File: src/rtl/seven_seg_pkg.sv
// Shared types and helpers for the seven-segment scanner.
package seven_seg_pkg;

  typedef enum logic {BLANK = 1'b0, ON = 1'b1} scan_state_t;

  localparam int NIBBLE_W = 4;
  typedef logic [NIBBLE_W-1:0] nibble_t;

  // Index/counter width that never collapses to zero bits.
  function automatic int idx_width(input int n);
    return (n <= 2) ? 1 : $clog2(n);
  endfunction

endpackage

File: src/rtl/seven_seg_scan_timer.sv
// Slot counter and BLANK/ON scan FSM; advances digit_idx after each ON phase.
module seven_seg_scan_timer
  import seven_seg_pkg::*;
#(
  parameter int NUM_DIGITS   = 4,
  parameter int ON_CYCLES    = 1000,
  parameter int BLANK_CYCLES = 16,
  parameter int IDX_W        = idx_width(NUM_DIGITS)
) (
  input  logic              clk,
  input  logic              rst_n,
  output scan_state_t       phase,
  output logic              slot_done,
  output logic [IDX_W-1:0]  digit_idx,
  output logic              frame_start
);

  localparam int MAX_CYC = (ON_CYCLES > BLANK_CYCLES) ? ON_CYCLES : BLANK_CYCLES;
  localparam int CNT_W   = idx_width(MAX_CYC);

  logic [CNT_W-1:0] cnt;

  assign slot_done   = (phase == BLANK) ? (cnt == CNT_W'(BLANK_CYCLES - 1))
                                        : (cnt == CNT_W'(ON_CYCLES - 1));
  // First cycle of digit 0's blank phase; the top registers this as its pulse.
  assign frame_start = (phase == BLANK) && (digit_idx == '0) && (cnt == '0);

  always_ff @(posedge clk or negedge rst_n) begin
    if (!rst_n) begin
      phase     <= BLANK;
      cnt       <= '0;
      digit_idx <= '0;
    end else if (slot_done) begin
      cnt <= '0;
      if (phase == BLANK) begin
        phase <= ON;
      end else begin
        phase     <= BLANK;
        digit_idx <= (digit_idx == IDX_W'(NUM_DIGITS - 1)) ? '0 : digit_idx + 1'b1;
      end
    end else begin
      cnt <= cnt + 1'b1;
    end
  end

endmodule

File: src/rtl/seven_segment_scanner.sv
// Time-multiplexed display scanner with double-buffered load.
// Optional leading-zero blanking: define SEVEN_SEG_LEADING_ZERO_BLANK_EN.
module seven_segment_scanner
  import seven_seg_pkg::*;
#(
  parameter int NUM_DIGITS   = 4,
  parameter int ON_CYCLES    = 1000,
  parameter int BLANK_CYCLES = 16,
  parameter int IDX_W        = idx_width(NUM_DIGITS)
) (
  input  logic                    clk,
  input  logic                    rst_n,
  input  logic                    load_valid,
  output logic                    load_ready,
  input  logic [4*NUM_DIGITS-1:0] value_in,
  input  logic [NUM_DIGITS-1:0]   digit_en,
  output nibble_t                 digit_code,
  output logic [NUM_DIGITS-1:0]   anode_n,
  output logic [IDX_W-1:0]        digit_idx,
  output logic                    frame_start
);

  scan_state_t             t_phase;
  logic                    slot_done_unused;
  logic [IDX_W-1:0]        t_idx;
  logic                    t_frame;

  seven_seg_scan_timer #(
    .NUM_DIGITS   (NUM_DIGITS),
    .ON_CYCLES    (ON_CYCLES),
    .BLANK_CYCLES (BLANK_CYCLES),
    .IDX_W        (IDX_W)
  ) u_timer (
    .clk         (clk),
    .rst_n       (rst_n),
    .phase       (t_phase),
    .slot_done   (slot_done_unused),
    .digit_idx   (t_idx),
    .frame_start (t_frame)
  );

  logic [NUM_DIGITS-1:0][NIBBLE_W-1:0] active, pending, active_nxt;
  logic                                pending_full;
  logic                                accept, transfer;
  logic [NUM_DIGITS-1:0]               lz_blank, lit;

  assign load_ready = ~pending_full;
  assign accept     = load_valid && !pending_full;
  assign transfer   = frame_start && pending_full;
  // Output mux looks at the post-transfer value so digit 0 never shows a stale nibble.
  assign active_nxt = transfer ? pending : active;

  always_ff @(posedge clk or negedge rst_n) begin
    if (!rst_n) begin
      active       <= '0;
      pending      <= '0;
      pending_full <= 1'b0;
    end else begin
      active <= active_nxt;
      if (transfer) begin
        pending_full <= 1'b0;
      end else if (accept) begin
        pending      <= value_in;
        pending_full <= 1'b1;
      end
    end
  end

`ifdef SEVEN_SEG_LEADING_ZERO_BLANK_EN
  logic zero_above;
  always_comb begin
    lz_blank   = '0;
    zero_above = 1'b1;
    for (int i = NUM_DIGITS - 1; i > 0; i--) begin
      zero_above  = zero_above && (active_nxt[i] == 4'h0);
      lz_blank[i] = zero_above;
    end
  end
`else
  assign lz_blank = '0;
`endif

  assign lit = digit_en & ~lz_blank;

  always_ff @(posedge clk or negedge rst_n) begin
    if (!rst_n) begin
      anode_n     <= '1;
      digit_code  <= '0;
      digit_idx   <= '0;
      frame_start <= 1'b0;
    end else begin
      digit_idx   <= t_idx;
      frame_start <= t_frame;
      digit_code  <= active_nxt[t_idx];
      anode_n     <= '1;
      if (t_phase == ON) anode_n[t_idx] <= ~lit[t_idx];
    end
  end

endmodule

File: config.mk
export PLATFORM = sky130hd
export DESIGN_NAME = seven_segment_scanner
export DESIGN_NICKNAME = d
export VERILOG_FILES = /design/src/rtl/seven_seg_pkg.sv /design/src/rtl/seven_seg_scan_timer.sv /design/src/rtl/seven_segment_scanner.sv
export SDC_FILE = /design/constraint.sdc
export NUM_CORES = 1
export LEC_CHECK = 0
export BUFFER_PORTS_ARGS = -buffer_cell sky130_fd_sc_hd__clkbuf_2
export CAP_MARGIN = 0
export CORE_ASPECT_RATIO = 1.5
export CORE_MARGIN = 5
export CORE_UTILIZATION = 40
export CTS_CLUSTER_DIAMETER = 80
export DETAILED_ROUTE_END_ITERATION = 6
export GPL_ROUTABILITY_DRIVEN = 0
export PLACE_DENSITY = 0.69
export SYNTH_ARGS = -nofsm -noshare
export SYNTH_HDL_FRONTEND = slang
export SYNTH_HIERARCHICAL = 1
export SYNTH_SLANG_ARGS = --single-unit
export TNS_END_PERCENT = 10
File: constraint.sdc
create_clock -name clk -period 1.6 [get_ports clk]
set_clock_uncertainty 0.05 [all_clocks]
set_input_delay 0.48 -clock clk [delete_from_list [all_inputs] [get_ports clk]]
set_output_delay 0.48 -clock clk [all_outputs]
set_load 0.03 [all_outputs]
* Word level (Yosys, flattened, before mapping) *
Index checks and enable logic that the tools add are counted.

word-level totals
  register bits = 57
  bits of input ports = 23
  output and inout port bits = 12
  logic and storage cells = 54

cells by class
  $add $sub $neg = 2
  $lt $le $gt $ge = 2
  equality and inequality tests = 3
  mux-type cells = 14
  bitwise operators = 6
  reduce and logical (&&, ||, !) cells = 11

operator list
  kind                                                                     number
  16-bit two-way mux                                                       1
  10-bit by 1-bit adder with 10-bit output (second input constant)         1
  10-bit equality test (second input constant)                             1
  10-bit by 4-bit equality test with 1-bit output (second input constant)  1
  10-bit logical NOT                                                       1
  10-bit two-way mux                                                       1
  4-bit binary-select mux with 2-bit select                                1
  4-bit two-way mux                                                        2
  1-bit two-way mux                                                        6
  1-bit logical AND                                                        5
  1-bit inverter                                                           4
  4-bit inverter                                                           1
  4-bit bitwise OR                                                         1
  2-bit AND reduction                                                      2
  2-bit by 3-bit < comparator with 1-bit output (second input constant)    1
  2-bit by 1-bit adder with 2-bit output (second input constant)           1
  1-bit binary-select mux with 2-bit select                                1
  1-bit demux with 2-bit select                                            1
  2-bit equality test (second input constant)                              1
  2-bit by 1-bit >= comparator with 1-bit output (second input constant)   1
  2-bit logical NOT                                                        1
  2-bit two-way mux                                                        1
  2-bit nonzero test                                                       1
  1-bit logical NOT                                                        1

* Longest topological paths before layout *
  depth in word-level cells = 7
  gate-level depth with buffers = 4
  gate-level depth less buffers = 4

* By module *
The synthesis kept the hierarchy.

by module, submodules not included
  module                 times used  cells each  area an instance (sq um)  sequential area each (sq um)
  seven_segment_scanner  1           93          1697.9                    1106.1
  seven_seg_scan_timer   1           66          704.4                     325.3

* Worst setup path before layout *
No wires, ideal clock.

  path type = register to register
  start point = register frame_start
  end point = register digit_code[0]
  setup time = 0.138 ns
  arrival time = 1.587 ns
  data required time = 1.412 ns
  setup slack = -0.176 ns
  stages on the path, launching flop included = 5
  clock period less this slack = 1.776 ns
  path through = dfrtp_1 -> nand2_4 -> buf_12 -> mux2_4 -> mux4_2

RTL lines
  item                      RTL line                     RTL
  start: declaration        seven_segment_scanner.sv:20  output logic frame_start
  start signal: assignment  seven_segment_scanner.sv:93  frame_start <= t_frame;
  end signal: assignment    seven_segment_scanner.sv:94  digit_code <= active_nxt[t_idx];
  end: declaration          seven_segment_scanner.sv:17  output nibble_t digit_code,

* Worst setup path in the final report *
  start point = register u_timer.cnt[1]
  end point = register u_timer.digit_idx[0]

on the way
  longest elaborated chain between the ends = 3
  elaborated cells between the ends (all ways) = 4
  classes of those cells = eq/ne: 2; mux: 1; reduce/logical: 1

ends and longest elaborated chain
  item                                                                                            RTL line                                                RTL
  start: declaration                                                                              seven_seg_scan_timer.sv:21                              logic [CNT_W-1:0] cnt;
  start signal: assignment                                                                        seven_seg_scan_timer.sv:42                              cnt <= cnt + 1'b1;
  10-bit by 4-bit equality test with 1-bit output / 10-bit equality test (equally long branches)  seven_seg_scan_timer.sv:23, seven_seg_scan_timer.sv:24
  1-bit two-way mux *                                                                             seven_seg_scan_timer.sv:23                              assign slot_done = (phase == BLANK) ? (cnt == CNT_W'(BLANK_CYCLES - 1))
  2-bit AND reduction (no source line) *                                                          -
  end signal: assignment                                                                          seven_seg_scan_timer.sv:39                              digit_idx <= (digit_idx == IDX_W'(NUM_DIGITS - 1)) ? '0 : digit_idx + 1'b1;
  end: declaration                                                                                seven_seg_scan_timer.sv:14                              output logic [IDX_W-1:0] digit_idx,

Every way passes the cells marked *; elsewhere a longest branch is shown, timed or not.
A chain may end at the register's enable or synchronous reset.

==> metrics.md <==
| Metric | Value |
|---|---|
| Worst r2r src | u_timer/cnt[1]$_DFF_PN0_ |
| Deepest clock path buffer count | 2 |
| Element type at the critical path end | flip-flop |
| Critical Path Sink | u_timer/digit_idx[0]$_DFFE_PN0P_ |
| Fraction of final layout cells sized beyond drive strength 1 | 57.1% |
| DIE AREA | 0.00767 sq mm |
| Non-Filler Instances | 298 |
| H-tree Lvls | 3 |
| Peak Freq | 598 MHz |
| Layout fillers | 499 |
| Worst-path maximum fanout | 3 |
| Syn_nets | 185 |
| Avg Inst Size Synth | 15.2 sq um |
| Initial Utilization | 41.1% |
| First-pass GRT wire length | ~8200 microns |
| Vias in the first global route | 1744 |
| Reg area | 0.00143 sq mm |
| CP max stage delay | roughly 570 ps |
| HPWL after DPL | 3320 microns |
| Clock Pin Slew Worst Setup and Hold Paths | 70 ps |
| Setup crit start kind | flip-flop |
| Classification of the worst setup path | flip-flop to flip-flop |
| CP cell instances | ha_2, nand2_2, or4_4, mux2_4 |
| DRT antenna net count | 0 |
| Cells after Synth | 158 |
| Post-DP Area | 0.00279 sq mm |
| Root Buffer | clkbuf_8 |
| Via count | 1526 |
| Hold Fails Final Rpt | 0 |
| Inserted Clock Buffers | 9 |
| Initial antenna violation count | 0 |
| Final core utilization | 52.7% |
| R2R Setup Slk | -70 ps |
| Ant. Diodes | 0 |
| CP startpoint | u_timer/cnt[1]$_DFF_PN0_ |
| Pleak | 0.00145 uW |
| Gr usage total | 14.3% |
| Drt total wl | 4850 microns |
| Worst Setup Slack, final | -72.2 ps |
| Area growth syn-to-layout | 28.1% |
| Post-route DRC | 0 |
| Status | complete, but fails checks |
| Remaining Overflow, GRT | 0 |
| Initial DRT Pass Iterations | 4 |
| Die Span Y | approximately 100 microns |
| Cts hold-fix bufs | 0 |
| Slew Limit Fails | 0 |
| Wire per inst | about 16 microns |
| RR Endpoint | u_timer/digit_idx[0]$_DFFE_PN0P_ |
| Cell area after synthesis | 0.00240 sq mm |
| Post-route minimum period | 1670 ps |
| Synth Warn # | 6 |
| Failing checks | setup timing |
| Worst EP required | 1760 ps |
| # IOs | 35 |
| Worst rel slew slack | 71.8% |
| Multi-input gate area | approximately 950 sq um |
| Nets | roughly 250 |
| Post-route cell area | approximately 0.0031 sq mm |
| Crit-path slowest cell | or4_4 |
| Horiz. Die Dim | 73.2 microns |
| Placed Cells incl. Taps | 279 |
| Final Setup Violations | 9 |
| RSZ-0062 raised after global routing | yes |
| Worst hold-check path type | primary input to async pin |
| Worst-Margin Slew | 422 ps |
| CTS tree | yes |
| Number of buffers added on ports | 34 |
| Pwr dens | 1090 mW/mm^2 |
| Final Cycle Share | 105% |
| Via density per instance | 5.12 |
| Number of placement rows | 34 |
| Worst vdd ir | 0.502 mV |
| Reg2Reg Depth | 4 |
| Max-Cap Viols | 0 |
| CP Data Arrival Time | between 1500 and 2000 ps |
| Initial DRC Count | 58 |
| Core Area | 0.00583 sq mm |
| Largest net degree at the start of global routing | 58 |
| CTS Sinks | 57 |
| Latest clock arrival within the worst-skew pair | 330 ps |
==> placed cells by master, fill, tap and decap left out, types with 4 or more instances in the layout <==
| master | instances |
|---|---|
| mux2_4 | 12 |
| buf_4 | 21 |
| a22oi_1 | 4 |
| or4_4 | 4 |
| dfrtp_1 | 51 |
| mux2_2 | 22 |
| dfstp_2 | 4 |
| clkbuf_8 | 10 |
| clkbuf_2 | 28 |
| mux4_2 | 4 |
| inv_1 | 5 |
==> what timing repair did <==
| action | 4_1_cts | 5_1_grt |
|---|---|---|
| pin swaps | 1 | 4 |
| buffers inserted | 2 | 0 |
| endpoints found under the hold margin | 0 | 0 |
| resized for setup | 9 | 12 |
| endpoints found under the setup margin | 11 | 16 |
| cloned | 1 | 0 |
==> power by group <==
group,switching (uW),internal [uW]
Sequential,98.7,1630
Clock,562,756
Combinational,119,190
==> how the worst min path moves through the flow <==
stage | to | slack [ps] | cells after the start
2_1_floorplan | active[0]$_DFF_PN0_ | 130 | 0
3_3_place_gp | active[12]$_DFF_PN0_ | 420 | 1
3_5_place_dp | active[3]$_DFF_PN0_ | 430 | 1
4_1_cts | pending[8]$_DFFE_PN0P_ | 90 | 2
5_1_grt | pending[8]$_DFFE_PN0P_ | 110 | 2
6_report | active[3]$_DFF_PN0_ | 90 | 2
==> stage by stage <==
stage	setup slack (ps)	power, uW	hold WS (ps)	setup TNS, ps
finish	-72.2	3360	92.2	-364
global route	-112	3510	114	-804
CTS	-51.4	3400	94.8	-341
detailed placement	-111	2060	427	-537
global placement	-49.9	2040	424	-290
floorplan	-82.5	1930	134	-467
==> area by class of cell <==
cell class / instances / share of cell area (%)
sequential: 57 / 46.7
multi-input combinational: 91 / 30.9
timing repair buffer: 56 / 12.3
clock buffer: 11 / 4.61
tap: 72 / 2.94
clock inverter: 5 / 1.79
inverter: 6 / 0.734
==> state kept, by name (all words and copies together) (netlist names) <==
name / cells
active: 16
pending_full: 1
u_timer/digit_idx: 2
anode_n: 4
u_timer/phase: 1
u_timer/cnt: 10
frame_start: 1
digit_idx: 2
digit_code: 4
pending: 16
==> critical path: cells and delay by family (launching register included) <==
family / cells / cell delay [ps]
and+or+nand+nor: 2 / 630
DFF: 1 / 360
muxes: 1 / 320
adders and majority gates: 1 / 190
==> routing by layer <==
layer	vias up	global-route usage, %	routed length (microns)
met1	771	16.0	1970
met4	0	6.33	40
met5	-	0	0
li1	707	-	-
met2	43	23.9	2560
met3	5	4.71	278
Power figures use the tool's default switching activity.
